## config.mk

```make
export PLATFORM = sky130hd
export DESIGN_NAME = set_assoc_wt_cache_p
export DESIGN_NICKNAME = d
export VERILOG_FILES = /design/src/rtl/cache_pkg.sv /design/src/rtl/cache_victim_sel.sv /design/src/rtl/set_assoc_wt_cache_p.sv
export SDC_FILE = /design/constraint.sdc
export NUM_CORES = 2
export LEC_CHECK = 0
export ABC_CLOCK_PERIOD_IN_PS = 12700
export CAP_MARGIN = 20
export CORE_UTILIZATION = 61
export DETAILED_ROUTE_END_ITERATION = 8
export PLACE_DENSITY = 0.87
export SLEW_MARGIN = 40
export SYNTH_ARGS = -nofsm -noshare
export SYNTH_HDL_FRONTEND = slang
export SYNTH_SLANG_ARGS = --single-unit
```

## constraint.sdc

```tcl
create_clock -name clk -period 12.7 [get_ports clk]
set_input_delay 3.81 -clock clk [delete_from_list [all_inputs] [get_ports clk]]
set_output_delay 3.81 -clock clk [all_outputs]
set_load 0.1 [all_outputs]
```

## src/rtl/cache_pkg.sv

```systemverilog
`default_nettype none
// ============================================================================
// Module      : cache_pkg
// Description : Shared types and helpers for the set-associative
//               write-through cache: FSM state encoding, replacement-mode
//               constants, and address-field width helpers.
// Revision    : 1.0 - initial release
// ============================================================================
package cache_pkg;

    typedef enum logic [2:0] {
        IDLE      = 3'd0,
        LOOKUP    = 3'd1,
        MEM_WR    = 3'd2,
        MEM_RD    = 3'd3,
        WAIT_FILL = 3'd4,
        RESP      = 3'd5
    } state_t;

    localparam int REPL_LFU_FIFO = 0;
    localparam int REPL_FIFO     = 1;

    // Index field width for a given number of sets (one word per line).
    function automatic int calc_index_w(input int sets);
        return $clog2(sets);
    endfunction

    // Tag field width: everything above the index and the byte offset.
    function automatic int calc_tag_w(input int addr_w, input int sets);
        return addr_w - $clog2(sets) - 2;
    endfunction

endpackage
`default_nettype wire

```

## src/rtl/cache_victim_sel.sv

```systemverilog
`default_nettype none
// ============================================================================
// Module      : cache_victim_sel
// Description : Combinational victim selection for one cache set.
//               Lowest invalid way first; otherwise LFU with oldest-first
//               tie-break (lowest index on full tie), or pure FIFO.
// Revision    : 1.0 - initial release
// ============================================================================
module cache_victim_sel
    import cache_pkg::*;
#(
    parameter int WAYS      = 4,
    parameter int CNT_W     = 4,
    parameter int REPL_MODE = REPL_LFU_FIFO,
    parameter int AGE_W     = $clog2(WAYS),
    parameter int WAY_W     = $clog2(WAYS)
) (
    input  logic [WAYS-1:0]       i_valid,
    input  logic [WAYS*CNT_W-1:0] i_freq,
    input  logic [WAYS*AGE_W-1:0] i_age,
    output logic [WAY_W-1:0]      o_victim
);

    logic             w_any_inv;
    logic [WAY_W-1:0] w_inv_way;
    logic [WAY_W-1:0] w_best_way;
    logic [CNT_W-1:0] w_best_freq;
    logic [AGE_W-1:0] w_best_age;
    logic [CNT_W-1:0] w_cur_freq;
    logic [AGE_W-1:0] w_cur_age;
    logic             w_better;

    // Scan the set: find the lowest invalid way and the best replacement candidate.
    always_comb begin
        w_any_inv   = 1'b0;
        w_inv_way   = '0;
        w_best_way  = '0;
        w_best_freq = i_freq[0 +: CNT_W];
        w_best_age  = i_age[0 +: AGE_W];
        w_cur_freq  = '0;
        w_cur_age   = '0;
        w_better    = 1'b0;

        // Descending scan so the lowest invalid index is the one left standing.
        for (int w = WAYS - 1; w >= 0; w--) begin
            if (!i_valid[w]) begin
                w_any_inv = 1'b1;
                w_inv_way = WAY_W'(w);
            end
        end

        // Strict comparisons keep the lower index when candidates are equal.
        for (int w = 1; w < WAYS; w++) begin
            w_cur_freq = i_freq[w*CNT_W +: CNT_W];
            w_cur_age  = i_age[w*AGE_W +: AGE_W];
            if (REPL_MODE == REPL_FIFO) begin
                w_better = (w_cur_age > w_best_age);
            end else begin
                w_better = (w_cur_freq < w_best_freq) ||
                           ((w_cur_freq == w_best_freq) && (w_cur_age > w_best_age));
            end
            if (w_better) begin
                w_best_way  = WAY_W'(w);
                w_best_freq = w_cur_freq;
                w_best_age  = w_cur_age;
            end
        end

        o_victim = w_any_inv ? w_inv_way : w_best_way;
    end

endmodule
`default_nettype wire

```

## src/rtl/set_assoc_wt_cache_p.sv

```systemverilog
`default_nettype none
// ============================================================================
// Module      : set_assoc_wt_cache_p
// Description : Parametrised write-through set-associative cache with a
//               valid/ready memory port, registered CPU handshake, LFU/FIFO
//               replacement, optional write-allocate and hit/miss statistics.
// Revision    : 1.0 - initial release
// ============================================================================
module set_assoc_wt_cache_p
    import cache_pkg::*;
#(
    parameter int ADDR_W      = 32,
    parameter int DATA_W      = 32,
    parameter int SETS        = 4,
    parameter int WAYS        = 4,
    parameter int CNT_W       = 4,
    parameter int REPL_MODE   = REPL_LFU_FIFO,
    parameter int WRITE_ALLOC = 1,
    parameter int STAT_W      = 16
) (
    input  logic              clk,
    input  logic              reset,
    input  logic              cpu_req_valid,
    output logic              cpu_req_ready,
    input  logic [ADDR_W-1:0] cpu_addr,
    input  logic              cpu_we,
    input  logic [DATA_W-1:0] cpu_wdata,
    output logic              cpu_resp_valid,
    output logic              cpu_resp_hit,
    output logic [DATA_W-1:0] cpu_rdata,
    output logic              mem_req_valid,
    input  logic              mem_req_ready,
    output logic              mem_we,
    output logic [ADDR_W-1:0] mem_addr,
    output logic [DATA_W-1:0] mem_wdata,
    input  logic              mem_resp_valid,
    input  logic [DATA_W-1:0] mem_rdata,
    output logic [STAT_W-1:0] hit_count,
    output logic [STAT_W-1:0] miss_count
);

    localparam int INDEX_W = calc_index_w(SETS);
    localparam int TAG_W   = calc_tag_w(ADDR_W, SETS);
    localparam int WAY_W   = $clog2(WAYS);
    localparam int AGE_W   = $clog2(WAYS);
    localparam logic [AGE_W-1:0]  AGE_MAX  = AGE_W'(WAYS - 1);
    localparam logic [CNT_W-1:0]  FREQ_MAX = '1;
    localparam logic [STAT_W-1:0] STAT_MAX = '1;

    state_t r_state, w_next;

    logic [ADDR_W-1:0] r_addr;
    logic              r_we;
    logic [DATA_W-1:0] r_wdata;
    logic              r_hit;
    logic [DATA_W-1:0] r_rdata;
    logic              r_resp_valid;
    logic [STAT_W-1:0] r_hit_count;
    logic [STAT_W-1:0] r_miss_count;

    logic              r_valid [SETS][WAYS];
    logic [TAG_W-1:0]  r_tag   [SETS][WAYS];
    logic [DATA_W-1:0] r_data  [SETS][WAYS];
    logic [CNT_W-1:0]  r_freq  [SETS][WAYS];
    logic [AGE_W-1:0]  r_age   [SETS][WAYS];

    logic [INDEX_W-1:0]    w_index;
    logic [TAG_W-1:0]      w_tag;
    logic                  w_hit;
    logic [WAY_W-1:0]      w_hit_way;
    logic [WAYS-1:0]       w_set_valid;
    logic [WAYS*CNT_W-1:0] w_set_freq;
    logic [WAYS*AGE_W-1:0] w_set_age;
    logic [WAY_W-1:0]      w_victim;
    logic                  w_accept;
    logic                  w_do_fill;
    logic [DATA_W-1:0]     w_fill_data;
    logic                  w_unused_addr;

    assign w_index       = r_addr[INDEX_W+1:2];
    assign w_tag         = r_addr[ADDR_W-1:INDEX_W+2];
    assign w_unused_addr = ^r_addr[1:0];
    assign w_accept      = cpu_req_valid && cpu_req_ready;

    // A fill happens on a write-allocate miss in LOOKUP or on the read return.
    assign w_do_fill   = ((r_state == LOOKUP) && r_we && !w_hit && (WRITE_ALLOC != 0)) ||
                         ((r_state == WAIT_FILL) && mem_resp_valid);
    assign w_fill_data = (r_state == LOOKUP) ? r_wdata : mem_rdata;

    // Parallel tag compare over the indexed set, plus flattening for the victim picker.
    always_comb begin
        w_hit       = 1'b0;
        w_hit_way   = '0;
        w_set_valid = '0;
        w_set_freq  = '0;
        w_set_age   = '0;
        for (int w = 0; w < WAYS; w++) begin
            w_set_valid[w]               = r_valid[w_index][w];
            w_set_freq[w*CNT_W +: CNT_W] = r_freq[w_index][w];
            w_set_age[w*AGE_W +: AGE_W]  = r_age[w_index][w];
            if (r_valid[w_index][w] && (r_tag[w_index][w] == w_tag)) begin
                w_hit     = 1'b1;
                w_hit_way = WAY_W'(w);
            end
        end
    end

    cache_victim_sel #(
        .WAYS      (WAYS),
        .CNT_W     (CNT_W),
        .REPL_MODE (REPL_MODE),
        .AGE_W     (AGE_W),
        .WAY_W     (WAY_W)
    ) u_victim_sel (
        .i_valid  (w_set_valid),
        .i_freq   (w_set_freq),
        .i_age    (w_set_age),
        .o_victim (w_victim)
    );

    // FSM state register.
    always_ff @(posedge clk) begin
        if (reset) begin
            r_state <= IDLE;
        end else begin
            r_state <= w_next;
        end
    end

    // Next-state logic: one request at a time, memory handshake stalls the FSM.
    always_comb begin
        w_next = r_state;
        case (r_state)
            IDLE:      if (cpu_req_valid) w_next = LOOKUP;
            LOOKUP: begin
                if (r_we)       w_next = MEM_WR;
                else if (w_hit) w_next = RESP;
                else            w_next = MEM_RD;
            end
            MEM_WR:    if (mem_req_ready) w_next = RESP;
            MEM_RD:    if (mem_req_ready) w_next = WAIT_FILL;
            WAIT_FILL: if (mem_resp_valid) w_next = RESP;
            RESP:      w_next = IDLE;
            default:   w_next = IDLE;
        endcase
    end

    // Port outputs; everything is forced low while reset is asserted.
    always_comb begin
        cpu_req_ready  = 1'b0;
        mem_req_valid  = 1'b0;
        mem_we         = 1'b0;
        mem_addr       = '0;
        mem_wdata      = '0;
        cpu_resp_valid = 1'b0;
        cpu_resp_hit   = 1'b0;
        cpu_rdata      = '0;
        hit_count      = '0;
        miss_count     = '0;
        if (!reset) begin
            cpu_req_ready  = (r_state == IDLE);
            cpu_resp_valid = r_resp_valid;
            cpu_resp_hit   = r_resp_valid && r_hit;
            cpu_rdata      = r_resp_valid ? r_rdata : '0;
            hit_count      = r_hit_count;
            miss_count     = r_miss_count;
            if ((r_state == MEM_WR) || (r_state == MEM_RD)) begin
                mem_req_valid = 1'b1;
                mem_addr      = {r_addr[ADDR_W-1:2], 2'b00};
            end
            if (r_state == MEM_WR) begin
                mem_we    = 1'b1;
                mem_wdata = r_wdata;
            end
        end
    end

    // Request capture, lookup results, line updates, replacement state and statistics.
    always_ff @(posedge clk) begin
        if (reset) begin
            r_addr       <= '0;
            r_we         <= 1'b0;
            r_wdata      <= '0;
            r_hit        <= 1'b0;
            r_rdata      <= '0;
            r_resp_valid <= 1'b0;
            r_hit_count  <= '0;
            r_miss_count <= '0;
            for (int s = 0; s < SETS; s++) begin
                for (int w = 0; w < WAYS; w++) begin
                    r_valid[s][w] <= 1'b0;
                    r_freq[s][w]  <= '0;
                    r_age[s][w]   <= '0;
                end
            end
        end else begin
            r_resp_valid <= (r_state == RESP);

            if (w_accept) begin
                r_addr  <= cpu_addr;
                r_we    <= cpu_we;
                r_wdata <= cpu_wdata;
            end

            if (r_state == LOOKUP) begin
                r_hit   <= w_hit;
                r_rdata <= (!r_we && w_hit) ? r_data[w_index][w_hit_way] : '0;
                if (w_hit) begin
                    if (r_hit_count != STAT_MAX) r_hit_count <= r_hit_count + 1'b1;
                    if (r_freq[w_index][w_hit_way] != FREQ_MAX) begin
                        r_freq[w_index][w_hit_way] <= r_freq[w_index][w_hit_way] + 1'b1;
                    end
                    if (r_we) r_data[w_index][w_hit_way] <= r_wdata;
                end else begin
                    if (r_miss_count != STAT_MAX) r_miss_count <= r_miss_count + 1'b1;
                end
            end

            if (w_do_fill) begin
                for (int w = 0; w < WAYS; w++) begin
                    if (WAY_W'(w) == w_victim) begin
                        r_valid[w_index][w] <= 1'b1;
                        r_tag[w_index][w]   <= w_tag;
                        r_data[w_index][w]  <= w_fill_data;
                        r_freq[w_index][w]  <= CNT_W'(1);
                        r_age[w_index][w]   <= '0;
                    end else if (r_valid[w_index][w] && (r_age[w_index][w] != AGE_MAX)) begin
                        r_age[w_index][w] <= r_age[w_index][w] + 1'b1;
                    end
                end
            end

            if ((r_state == WAIT_FILL) && mem_resp_valid) begin
                r_rdata <= mem_rdata;
            end
        end
    end

endmodule
`default_nettype wire

```

==> impl_metrics.env <==
export IMPL_gp_congestion=0.879
export IMPL_cts_tree="built"
export IMPL_reg2reg_depth=31
export IMPL_fin_tns_setup_ps=0
export IMPL_clkPwrFrac_pct=36.9
export IMPL_row_count=106
export IMPL_worstPathArrival_ps=5680
export IMPL_power_switching_w=0.00224
export IMPL_worstSetupStartpointType="input pin"
export IMPL_drt_iter0_markers=4565
export IMPL_post_route_period_util_pct=74.7
export IMPL_tightest_slew_ps=879
export IMPL_period_needed_ps=9490
export IMPL_async_flop_share_pct=0
export IMPL_ctsHoldBuffers=0
export IMPL_wl_per_cell_um=28.3
export IMPL_num_fill_cells=4822
export IMPL_place_ws_ps=3340
export IMPL_critPathSlowestCell="buf_4"
export IMPL_fin_cells=4740
export IMPL_p_sw_share_pct=25.0
export IMPL_leakage_nw=19.5
export IMPL_cts_root_buf="clkbuf_16"
export IMPL_finalPower_w=0.00894
export IMPL_synth_seq_cells=1206
export IMPL_p_int_w=0.00670
export IMPL_synth_distinct_cells=87
export IMPL_crit_fanout=57
export IMPL_max_stage_delay_ps=440
export IMPL_yosysSeqAreaShare_pct=67.2
export IMPL_syn_inst=3278
export IMPL_io_pin_count=235
export IMPL_finalHoldViolCount=0
export IMPL_combPwrFrac_pct=12.7
export IMPL_irDropWorstVdd_v=0.000118
export IMPL_vias_per_cell=6.75
export IMPL_rsz0062_at_grt="false"
export IMPL_htreeDepth=3
export IMPL_cts_clk_slew_worst_paths_ps=60
export IMPL_die_area_um2=85900
export IMPL_clock_sinks=1206
export IMPL_holdPathStages=2
export IMPL_start_util_pct=61.8
export IMPL_grtUsageTotal_pct=31.1
export IMPL_fin_skew_ps=31.4
export IMPL_drv_slew=0
export IMPL_vias=32000
export IMPL_first_pass_iters=8
export IMPL_outcome="complete, no violations"
export IMPL_hold_slack_ps=471
export IMPL_cts_made_buffers=114
export IMPL_cp_required_ps=8890
export IMPL_fmax_ghz=0.105
export IMPL_core_area_um2=83700
export IMPL_cap_violations=0
export IMPL_finalSetupViolCount=0
export IMPL_hold_class="flop to flop"
export IMPL_slew_headroom_pct=40.9
export IMPL_ys_flop_type="edfxtp_1"
export IMPL_avgSynthCellArea_um2=15.8
export IMPL_critPathCaptureType="output pin"
export IMPL_placed_cells=4522
export IMPL_grt_pass1_wl_um=198000
export IMPL_cts_resized=0
export IMPL_nets=3633
export IMPL_p_seq_share_pct=50.4
export IMPL_fp_dieH_um=293
export IMPL_die_w_um=293
export IMPL_remaining_drc_errors=0
export IMPL_area_growth_pct=13.2
export IMPL_drive_gt1_share_pct=23.9
export IMPL_clock_latency_ps=700
export IMPL_ant_nets=0
export IMPL_gr_total_overflow=0
export IMPL_crit_path_cell_trace="buf_6 -> nor3b_2 -> nor2b_2 -> buf_4 -> and2_1 -> buf_2"
export IMPL_netlist_area_um2=51700
export IMPL_grt_pass1_vias=31800
export IMPL_drt_wl_total_um=134000
export IMPL_post_cts_buffers=0
export IMPL_synth_edff_count=1056
export IMPL_worstSetupPathType="input pin to output pin"
export IMPL_hpwl_um=77000
export IMPL_yosys_warnings=0
export IMPL_grt_max_degree=90
export IMPL_antenna_found_initial=5
export IMPL_clk_path_buf_depth=3
export IMPL_port_buffers=230
export IMPL_p_per_area_nw_per_um2=153
export IMPL_setup_slack_ps=3210
## cells in the mapped netlist (28+ instances only)
cell | number | area share (%)
a21oi_1 | 42 | 0.41
a31oi_1 | 41 | 0.50
and2_1 | 99 | 1.2
buf_2 | 34 | 0.33
buf_4 | 37 | 0.54
clkbuf_1 | 112 | 0.81
dfxtp_1 | 150 | 5.8
edfxtp_1 | 1056 | 61
inv_1 | 53 | 0.38
mux2_2 | 140 | 3.1
mux2i_1 | 77 | 1.5
mux4_2 | 238 | 10
nand2_1 | 207 | 1.5
nand3_1 | 56 | 0.54
nand3b_1 | 48 | 0.70
nand4_1 | 32 | 0.39
nor2_1 | 195 | 1.4
nor2b_1 | 41 | 0.50
nor3_1 | 74 | 0.72
nor4_1 | 29 | 0.35
o21ai_0 | 83 | 0.80
o22ai_1 | 28 | 0.34
or3_1 | 37 | 0.45
xnor2_1 | 83 | 1.4
## flip-flops by register name, indices dropped and copies added (netlist names), named ones only
name,count
r_valid,16
r_data,512
r_state,3
r_age,32
r_hit,1
r_tag,448
r_addr,30
r_rdata,32
r_hit_count,16
r_freq,64
r_miss_count,16
r_we,1
r_resp_valid,1
r_wdata,32
## kinds of logic after synthesis
| family | share of synthesized area, % |
|---|---|
| buffers and inverters | 2.51 |
| XOR/XNOR | 1.83 |
| other | 0.00726 |
| multiplexers | 15.0 |
| adder cells (fa/ha/maj) | 0.605 |
| AO/OA/AOI/OAI | 3.99 |
| flip-flops | 67.2 |
| AND/OR/NAND/NOR | 8.90 |
## power by group through the flow
stage	Combinational, W	Clock [W]	Sequential [W]
after floorplan	0.000788	0	0.00456
after global placement	0.00105	0	0.00459
after global routing	0.00121	0.00345	0.00451
after CTS	0.00111	0.00330	0.00451
final	0.00114	0.00330	0.00450
after detailed placement	0.00109	0	0.00460
## per-stage QoR
step	area [um^2]	util, %
after floorplan	51700	-
after global routing	58500	69.9
after CTS	58400	69.8
after global placement	55200	66.0
final	58500	69.9
after detailed placement	54800	65.5
## path summary, 6_finish.rpt
check                             start                      end  slack, ps
hold reg to reg   r_valid[0][1]$_DFF_P_    r_valid[0][1]$_DFF_P_        470
hold / removal    r_valid[0][1]$_DFF_P_    r_valid[0][1]$_DFF_P_        470
setup / recovery                  reset            mem_wdata[13]       3210
setup reg to reg                   flop  r_data[2][81]$_DFFE_PP_       3990
## worst max-delay path, delay by kind of cell
kind	cells	cell delay (ps)
buffers and inverters	3	1110
AND/OR/NAND/NOR	3	710
## per-layer routing
layer / vias up / global-route usage [%] / wire length, um
met3: 470 / 6.65 / 16200
met2: 2449 / 50.8 / 64900
met1: 15900 / 40.5 / 46600
met5: - / 0 / 0
met4: 0 / 14.0 / 6300
li1: 13100 / - / -
## cell usage in the layout, fill, tap and decap left out, drive strengths merged, types with 56 or more instances in the layout
master	synthesis	routed
o21ai	86	86
mux2i	77	77
and2	99	99
nor2	198	198
clkbuf	113	164
edfxtp	1056	1056
nand3	58	58
dfxtp	150	150
inv	55	56
clkdlybuf4s50	0	98
nor3	79	79
xnor2	84	84
buf	106	232
nand2	210	210
mux4	238	238
mux2	143	143
## cell type report
type                    instances  area [um^2]  area share, %
clock buffers                 164         3230           5.53
flip-flops and latches       1206        34700           59.4
inverters                      55          206          0.353
clock inverters                50          380          0.650
repair buffers                330         2550           4.37
well taps                    1134         1420           2.43
multi-input cells            1799        16000           27.3
diodes                          2         5.00        0.00856
Note: power is estimated with default switching activity, not from simulation.
==> patch (same settings) <==
`STAT_W`: 16 -> 12.
--- a/src/rtl/set_assoc_wt_cache_p.sv
+++ b/src/rtl/set_assoc_wt_cache_p.sv
@@ -17,5 +17,5 @@
     parameter int REPL_MODE   = REPL_LFU_FIFO,
     parameter int WRITE_ALLOC = 1,
-    parameter int STAT_W      = 16
+    parameter int STAT_W      = 12
 ) (
     input  logic              clk,
Interface: changed (resized hit_count and miss_count); port bits go from 235 to 227. The function was not compared with the original's and may differ.
==> patch against the original RTL <==
- critical endpoint is now mem_wdata[28]
- cell area decreased by 0.17%
- sequential power hardly changed
- synthesized cell count decreased by 0.92%
- area after synthesis down 0.58%
- clock power up 4%
- sequential cell count fell by 8
- highest routed layer unchanged
- setup slack got worse by 0.38 ns
- critical path type unchanged
- largest cell class unchanged
- worst hold slack lost 0.025 ns
- critical path depth stayed put
- total power is 1.3% higher
- wire length is 2.3% higher
- final cell count fell by 1.6%
- register-to-register slack better by 0.72 ns
==> patch: results (changes against the original RTL) <==
- Share of layout cells above drive strength 1: 25.2% (was 23.9%)
- P_leak: 20.0 nW (was 19.5 nW)
- Synth top area cells: edfxtp_1 62%, mux4_2 11%, dfxtp_1 5.5% (was edfxtp_1 61%, mux4_2 10%, dfxtp_1 5.8%)
- Compound-cell area share of the yosys netlist: 3.49% (was 3.99%)
- Seq/Total Area, Yosys: 67.2% (about the same)
- Initial antenna violation count: 11 (was 5)
- Worst rel slew slack: 36.8% (was 40.9%)
- M2 GR Usage: 51.1% (was 50.8%)
- Crit path DAT: 6.06 ns (was 5.68 ns)
- Fraction of the mapped netlist area in adder cells: 0.609% (was 0.605%)
- Clk_lat worst skew: 0.72 ns (was 0.70 ns)
- Hold path depth: 1 (was 2)
- Unique masters post-synth: 85 (was 87)
- Via count: 31,900 (was 32,000)
- Largest net degree at the start of global routing: 88 (was 90)
- HPWL Detailed: 76,600 µm (was 77,000 µm)
- Commonest cells in the netlist: 1,056 x edfxtp_1, 280 x nand2_1, 244 x mux4_2 (was 1,056 x edfxtp_1, 238 x mux4_2, 207 x nand2_1)
- Post-synth ARST share: 0% (unchanged)
- Multiplexer share of the synthesized area: 16.0% (was 15.0%)
- Port Buf Inserts: 222 (was 230)
- Routability Congestion: 0.868 (was 0.879)
- DR iter-0 viols: 4,664 (was 4,565)
- Outcome: finished clean (unchanged)
- Post-Synth XOR/XNOR Area: 1.76% (was 1.83%)
- Peak VDD IR: 0.000120 V (was 0.000118 V)
- Nets: 3,600 (was 3,633)
- CP max-delay cell: nor2b_2 (was buf_4)
- Total clock buffers created by CTS: 113 (was 114)
- Reg2Reg Setup Slack: 4.71 ns (was 3.99 ns)
- Met3 usage: 7.03% (was 6.65%)
- R2R depth: 16 (was 31)
- Crit path largest cell delay: 0.71 ns (was 0.44 ns)
- Top flop regs: r_data x512, r_tag x448, r_freq x64 (unchanged)
- Global Route met1 Usage: 41.5% (was 40.5%)
- Routed len/inst: 29.4 µm (was 28.3 µm)
- First-pass GRT wire length: 200,000 µm (was 198,000 µm)
- Max Clock Skew: 0.0534 ns (was 0.0314 ns)
- Critical Path End: mem_wdata[28] (was mem_wdata[13])
- CP Max Fanout: 58 (was 57)
[patch: critical path, delay by kind of cell]
kind	cells	cell delay [ns]
simple gates	3	1.13
buf+inv	3	1.09
[patch: final cells by class]
class	instances	area (µm²)
multi-input cells	1788	15800
clock buffers	150	3070
inverters	52	198
well taps	1080	1350
flip-flops and latches	1198	34600
diodes	11	27.5
fillers	4856	25200
repair buffers	320	2590
clock inverters	65	732
[patch: report_power, final]
part	leakage [nW]	internal, mW	switching (mW)
logic	7.18	0.446	0.675
clock network	1.84	1.94	1.50
registers	11.0	4.41	0.0906
[patch: metal layers]
layer / up-vias / wire length (µm)
met5: - / 0
met4: 0 / 6910
met3: 521 / 17700
met2: 2725 / 66200
met1: 15700 / 46300
li1: 12900 / -
[patch: stage by stage]
step	cell area [µm²]	setup slack, ns	std cells	total power, mW	hold slack, ns
3_5_place_dp	54500	2.91	4435	5.65	0.434
3_3_place_gp	54700	2.25	4420	5.60	0.428
4_1_cts	58300	2.89	4650	9.05	0.448
5_1_grt	58400	2.66	4664	9.29	0.466
6_report	58400	2.83	4664	9.06	0.446
2_1_floorplan	51400	1.95	3249	5.33	0.421
[patch: worst min-delay path by stage]
| stage | endpoint | start |
|---|---|---|
| floorplan | r_valid[2][0] | r_valid[2][0] |
| global placement | r_valid[2][1] | r_valid[2][1] |
| detailed placement | r_valid[2][0] | r_valid[2][0] |
| CTS | r_valid[2][0] | r_valid[2][0] |
| global route | r_valid[2][0] | r_valid[2][0] |
| finish | r_valid[2][0] | r_valid[2][0] |
